**config.mk**
```make
export PLATFORM = sky130hd
export DESIGN_NAME = bin_to_bcd_seg
export DESIGN_NICKNAME = d
export VERILOG_FILES = /design/src/rtl/bin_to_bcd_seg_pkg.sv /design/src/rtl/bin_to_bcd_seg_seg7_encode.sv /design/src/rtl/bin_to_bcd_seg.sv
export SDC_FILE = /design/constraint.sdc
export NUM_CORES = 1
export LEC_CHECK = 0
export CORE_MARGIN = 1
export CORE_UTILIZATION = 30
export CTS_CLUSTER_SIZE = 24
export DETAILED_ROUTE_END_ITERATION = 6
export RECOVER_POWER = 25
export SYNTH_ARGS = -nofsm -noshare
export SYNTH_HDL_FRONTEND = slang
export SYNTH_SLANG_ARGS = --single-unit
```
**constraint.sdc**
```tcl
create_clock -name clk -period 4.22 [get_ports clk]
set_clock_uncertainty 0.2 [all_clocks]
set_input_delay 0.844 -clock clk [delete_from_list [all_inputs] [get_ports clk]]
set_output_delay 0.844 -clock clk [all_outputs]
set_load 0.03 [all_outputs]
```
**src/rtl/bin_to_bcd_seg_pkg.sv**
```systemverilog
// Shared encodings and constants for the binary-to-BCD seven-segment path.
package bin_to_bcd_seg_pkg;

    typedef enum logic [1:0] {
        ST_IDLE  = 2'd0,
        ST_SHIFT = 2'd1,
        ST_LATCH = 2'd2
    } state_t;

    localparam int CONV_STEPS = 8;

    // Active-high segment codes, bit[6:0] = g..a, dp and bit8 unused.
    localparam logic [8:0] SEG_0     = 9'h03f;
    localparam logic [8:0] SEG_1     = 9'h006;
    localparam logic [8:0] SEG_2     = 9'h05b;
    localparam logic [8:0] SEG_3     = 9'h04f;
    localparam logic [8:0] SEG_4     = 9'h066;
    localparam logic [8:0] SEG_5     = 9'h06d;
    localparam logic [8:0] SEG_6     = 9'h07d;
    localparam logic [8:0] SEG_7     = 9'h007;
    localparam logic [8:0] SEG_8     = 9'h07f;
    localparam logic [8:0] SEG_9     = 9'h06f;
    localparam logic [8:0] SEG_BLANK = 9'h000;

    // Double-dabble correction; a BCD nibble of 5..9 becomes 8..12, never carries.
    function automatic logic [3:0] add3(input logic [3:0] nib);
        return (nib >= 4'd5) ? nib + 4'd3 : nib;
    endfunction

endpackage

```
**src/rtl/bin_to_bcd_seg_seg7_encode.sv**
```systemverilog
// Combinational BCD digit to seven-segment lookup; non-decimal codes go blank.
module seg7_encode
    import bin_to_bcd_seg_pkg::*;
(
    input  logic [3:0] digit,
    output logic [8:0] seg
);

    always_comb begin
        seg = SEG_BLANK;
        case (digit)
            4'd0: seg = SEG_0;
            4'd1: seg = SEG_1;
            4'd2: seg = SEG_2;
            4'd3: seg = SEG_3;
            4'd4: seg = SEG_4;
            4'd5: seg = SEG_5;
            4'd6: seg = SEG_6;
            4'd7: seg = SEG_7;
            4'd8: seg = SEG_8;
            4'd9: seg = SEG_9;
            default: seg = SEG_BLANK;
        endcase
    end

endmodule

```
**src/rtl/bin_to_bcd_seg.sv**
```systemverilog
// Sequential 8-bit binary to 3-digit BCD converter (shift-and-add-3) with
// seven-segment outputs and optional leading-zero blanking.
//
// state    | meaning
// ---------+-------------------------------------------------------
// ST_IDLE  | waiting for start; work register loaded on acceptance
// ST_SHIFT | one add-3/shift step per cycle, CONV_STEPS steps
// ST_LATCH | publish bcd/ovf, pulse done, return to idle
module bin_to_bcd_seg
    import bin_to_bcd_seg_pkg::*;
#(
    parameter bit BLANK_LZ = 1'b1
)
(
    input  logic       clk,
    input  logic       rst,
    input  logic [7:0] value,
    input  logic       start,
    output logic       busy,
    output logic       done,
    output logic [11:0] bcd,
    output logic       ovf,
    output logic [8:0] seg_led_h,
    output logic [8:0] seg_led_1,
    output logic [8:0] seg_led_2
);

    localparam logic [2:0] LAST_STEP = 3'(CONV_STEPS - 1);

    state_t      state;
    logic [19:0] work;
    logic [2:0]  step;
    logic [19:0] adjusted;
    logic [19:0] shifted;

    always_comb begin
        adjusted = {add3(work[19:16]), add3(work[15:12]), add3(work[11:8]), work[7:0]};
        shifted  = {adjusted[18:0], 1'b0};
    end

    // busy stays high through the done cycle so a start during LATCH is dropped.
    always_ff @(posedge clk or negedge rst) begin
        if (!rst) begin
            state <= ST_IDLE;
            busy  <= 1'b0;
            done  <= 1'b0;
            bcd   <= 12'h000;
            ovf   <= 1'b0;
            work  <= 20'h00000;
            step  <= 3'd0;
        end else begin
            done <= 1'b0;
            case (state)
                ST_IDLE: begin
                    busy <= start;
                    if (start) begin
                        work  <= {12'h000, value};
                        step  <= 3'd0;
                        state <= ST_SHIFT;
                    end
                end
                ST_SHIFT: begin
                    busy <= 1'b1;
                    work <= shifted;
                    step <= step + 3'd1;
                    if (step == LAST_STEP) begin
                        state <= ST_LATCH;
                    end
                end
                ST_LATCH: begin
                    busy  <= 1'b1;
                    bcd   <= work[19:8];
                    ovf   <= (work[19:16] != 4'd0);
                    done  <= 1'b1;
                    state <= ST_IDLE;
                end
                default: begin
                    busy  <= 1'b0;
                    state <= ST_IDLE;
                end
            endcase
        end
    end

    logic [8:0] seg_h_raw;
    logic [8:0] seg_t_raw;

    seg7_encode u_seg_h (.digit(bcd[11:8]), .seg(seg_h_raw));
    seg7_encode u_seg_t (.digit(bcd[7:4]),  .seg(seg_t_raw));
    seg7_encode u_seg_o (.digit(bcd[3:0]),  .seg(seg_led_2));

    always_comb begin
        seg_led_h = seg_h_raw;
        seg_led_1 = seg_t_raw;
        if (BLANK_LZ && bcd[11:8] == 4'd0) begin
            seg_led_h = SEG_BLANK;
            if (bcd[7:4] == 4'd0) begin
                seg_led_1 = SEG_BLANK;
            end
        end
    end

endmodule

```
==> run summary <==
status = finished, violations left
failing checks = max-capacitance violations, max-slew violations
synth-to-layout area growth = 22.7%
worst-path fanout max = 5
fin util = 38.5%
Max clock buf depth = 2
worst slew pin tran = 2.11 ns
Worst Reg-to-Reg Cells = 5
Yosys reg bits = 40
antenna fix cells = 0
GRT overflow = 0
Max Transition Viols Final = 41
Worst EP arrival = 2.27 ns
Hold Path Cell Cnt = 2
initial drt markers = 74
cts hold-fix bufs = 0
yosys warns = 0
Cell Rows = 33
Synth Flop Type = dfrtp_1
cts bufs inserted = 5
Mapped Area = 0.00260 mm^2
CTS tree = yes
vias per std cell = 4.70
Final min period = 3.31 ns
GPL Wtd Cong = 0.758
post-CTS resize count = 0
Place WS = 1.20 ns
average size of a mapped cell = 9.68 um^2
vias in the first global route = 1806
WL final = 4850 um
Worst Setup Start Kind = flop
Leak = 0.00141 uW
Max IR drop VDD = 0.280 mV
max-cap violations = 1
period utilization = 78.5%
Pwr per Cell Area = 797 mW/mm^2
RSZ-0062 raised after global routing = no
EDFF count, synth = 0
postcts setup bufs = 0
PortBufs = 46
area of the multi-input gates = 0.00143 mm^2
reg2reg end = step[1]$_DFFE_PN0P_
headroom to the max-slew limit = -40.6%
setup tns final = 0 ns
NumNets Final = 350
worst skew pair latency = 0.29 ns
total power = 2550 uW
CP delay by family, top = buffers and inverters
hold_sp = work[1]$_DFFE_PN0P_
Worst path max stage delay = 0.69 ns
fin worst setup slack = 0.905 ns
Residual DRC = 0
commonest cells in the netlist = dfrtp_1, o21ai_0, ha_1, inv_1, nand2_1
Hold Path Class = flop to flop
register area share after synthesis = 38.4%
Setup-failing EPs final = 0
post-synth top area cell = dfrtp_1
Die Area = 0.00906 mm^2
core area = 0.00830 mm^2
layout cell share with drive strength beyond 1 = 9.00%
Max Fclk = 302 MHz
via count = 1956
slowest stage cell, crit path = clkdlybuf4s50_1
WHS Endpoint = work[1]$_DFFE_PN0P_
Final HPWL DP = 3570 um
Layout Cells excl Fill = 416
first-pass GRT wire length = 8070 um
Register-to-Register Setup Slack = 1.99 ns
H-Tree Depth = 2
CP required = 3.18 ns
asr flop ratio synth = 100%
Final ANT Viol Nets = 0
count leader, synth = dfrtp_1
Reg clk slew, reported paths = 0.08 ns
initial cell density of the core = 31.4%
I/O pin total = 53
Reg area = 0.00100 mm^2
largest net degree at the start of global routing = 41
Netlist cell types = 45
Pre-antenna DRT Iters = 4
CP cell instances = inv_1 -> ha_1 -> nor3_1 -> a21oi_1 -> o21ai_0 -> clkdlybuf4s50_1
wire length per cell = 11.7 um
Placed Cells = 408
die width = 95.2 um
Root Buffer = clkbuf_8
fill count = 837
top cells by area, synth = dfrtp_1, ha_1, o21ai_0
CTS sink count = 40
buffer and inverter count on the worst path = 2
Fin. Hold Viols = 0
Overall Global Routing Usage = 11.1%
Setup CP Type = flop to output pin
CP endpoint kind = output pin
Chip Height = 95.2 um
top-area cell type share of the netlist area = 38.4%
Worst R2R Start = state[1]$_DFFE_PN0P_
Synth Instances = 269
antenna violations before repair = 0
==> per-stage QoR <==
step	instance area (um^2)	hold slack [ns]
after global routing	3200	0.310
after floorplan	2620	0.248
final	3200	0.286
after CTS	3200	0.288
after detailed placement	3100	0.270
after global placement	3100	0.266
==> state kept, by name (all words and copies together), names as in the netlist <==
signal,flops
bcd,12
work,20
done,1
step,3
state,2
ovf,1
busy,1
==> area by class of cell <==
class	count	area share (%)
multi-input combinational	195	44.8
sequential	40	31.3
timing repair buffer	47	14.4
tap	105	4.11
clock buffer	6	2.58
inverter	21	2.47
clock inverter	2	0.313
==> power by group <==
| part | switching [uW] | internal (uW) | total [uW] | leakage (uW) |
|---|---|---|---|---|
| Clock | 134 | 131 | 264 | 0.0000510 |
| Sequential | 148 | 511 | 659 | 0.000534 |
| Combinational | 927 | 698 | 1620 | 0.000824 |
| Total | 1210 | 1340 | 2550 | 0.00141 |
==> kinds of logic (layout without fill, tap and decap cells) <==
group           Yosys count  count (layout)  synth area share, %
compound gates           76              76                 19.7
simple gates             64              64                 12.5
flops                    40              40                 38.4
buf+inv                  39              76                 7.35
fa+ha+maj                29              29                 13.9
mux                      15              15                 6.25
xor+xnor                  5               5                 1.68
other cells               1               6                0.144
==> worst max-delay path by stage <==
stage | endpoint | slack, ns | from | cells past startpoint
floorplan | seg_led_1[0] | 1.24 | bcd[5]$_DFFE_PN0P_ | 4
global placement | seg_led_h[6] | 1.28 | bcd[9]$_DFFE_PN0P_ | 5
detailed placement | seg_led_h[3] | 1.20 | bcd[8]$_DFFE_PN0P_ | 6
CTS | seg_led_h[3] | 0.87 | bcd[8]$_DFFE_PN0P_ | 6
global route | seg_led_h[3] | 0.72 | bcd[8]$_DFFE_PN0P_ | 6
finish | seg_led_h[3] | 0.91 | bcd[8]$_DFFE_PN0P_ | 6
==> worst reg2reg max path: cells and delay by family (launching register included) <==
family / cells / cell delay (ns)
compound gates: 1 / 0.24
buf+inv: 2 / 0.36
mux: 1 / 0.32
flops: 1 / 0.42
fa+ha+maj: 1 / 0.57
==> cells in the final DEF (no fill, tap or decap), types with 5 or more instances in the layout <==
cell type        instances
mux2_2                   6
nand2b_1                14
o22ai_1                 10
inv_1                   21
nand3_1                  5
mux2i_1                  8
ha_1                    29
conb_1                   6
nand2_1                 21
clkbuf_8                 6
clkdlybuf4s50_1         45
nor2_1                  11
o21ai_0                 30
dfrtp_1                 40
a21oi_1                 13
==> routing by layer <==
layer	track usage, %	part of all wire (%)	vias up
li1	-	-	999
met1	14.1	49	909
met2	18.9	46	42
met3	1.75	4.1	6
met4	3.79	1.0	0
met5	0	0	-
Note: power is estimated with default switching activity, not from simulation.
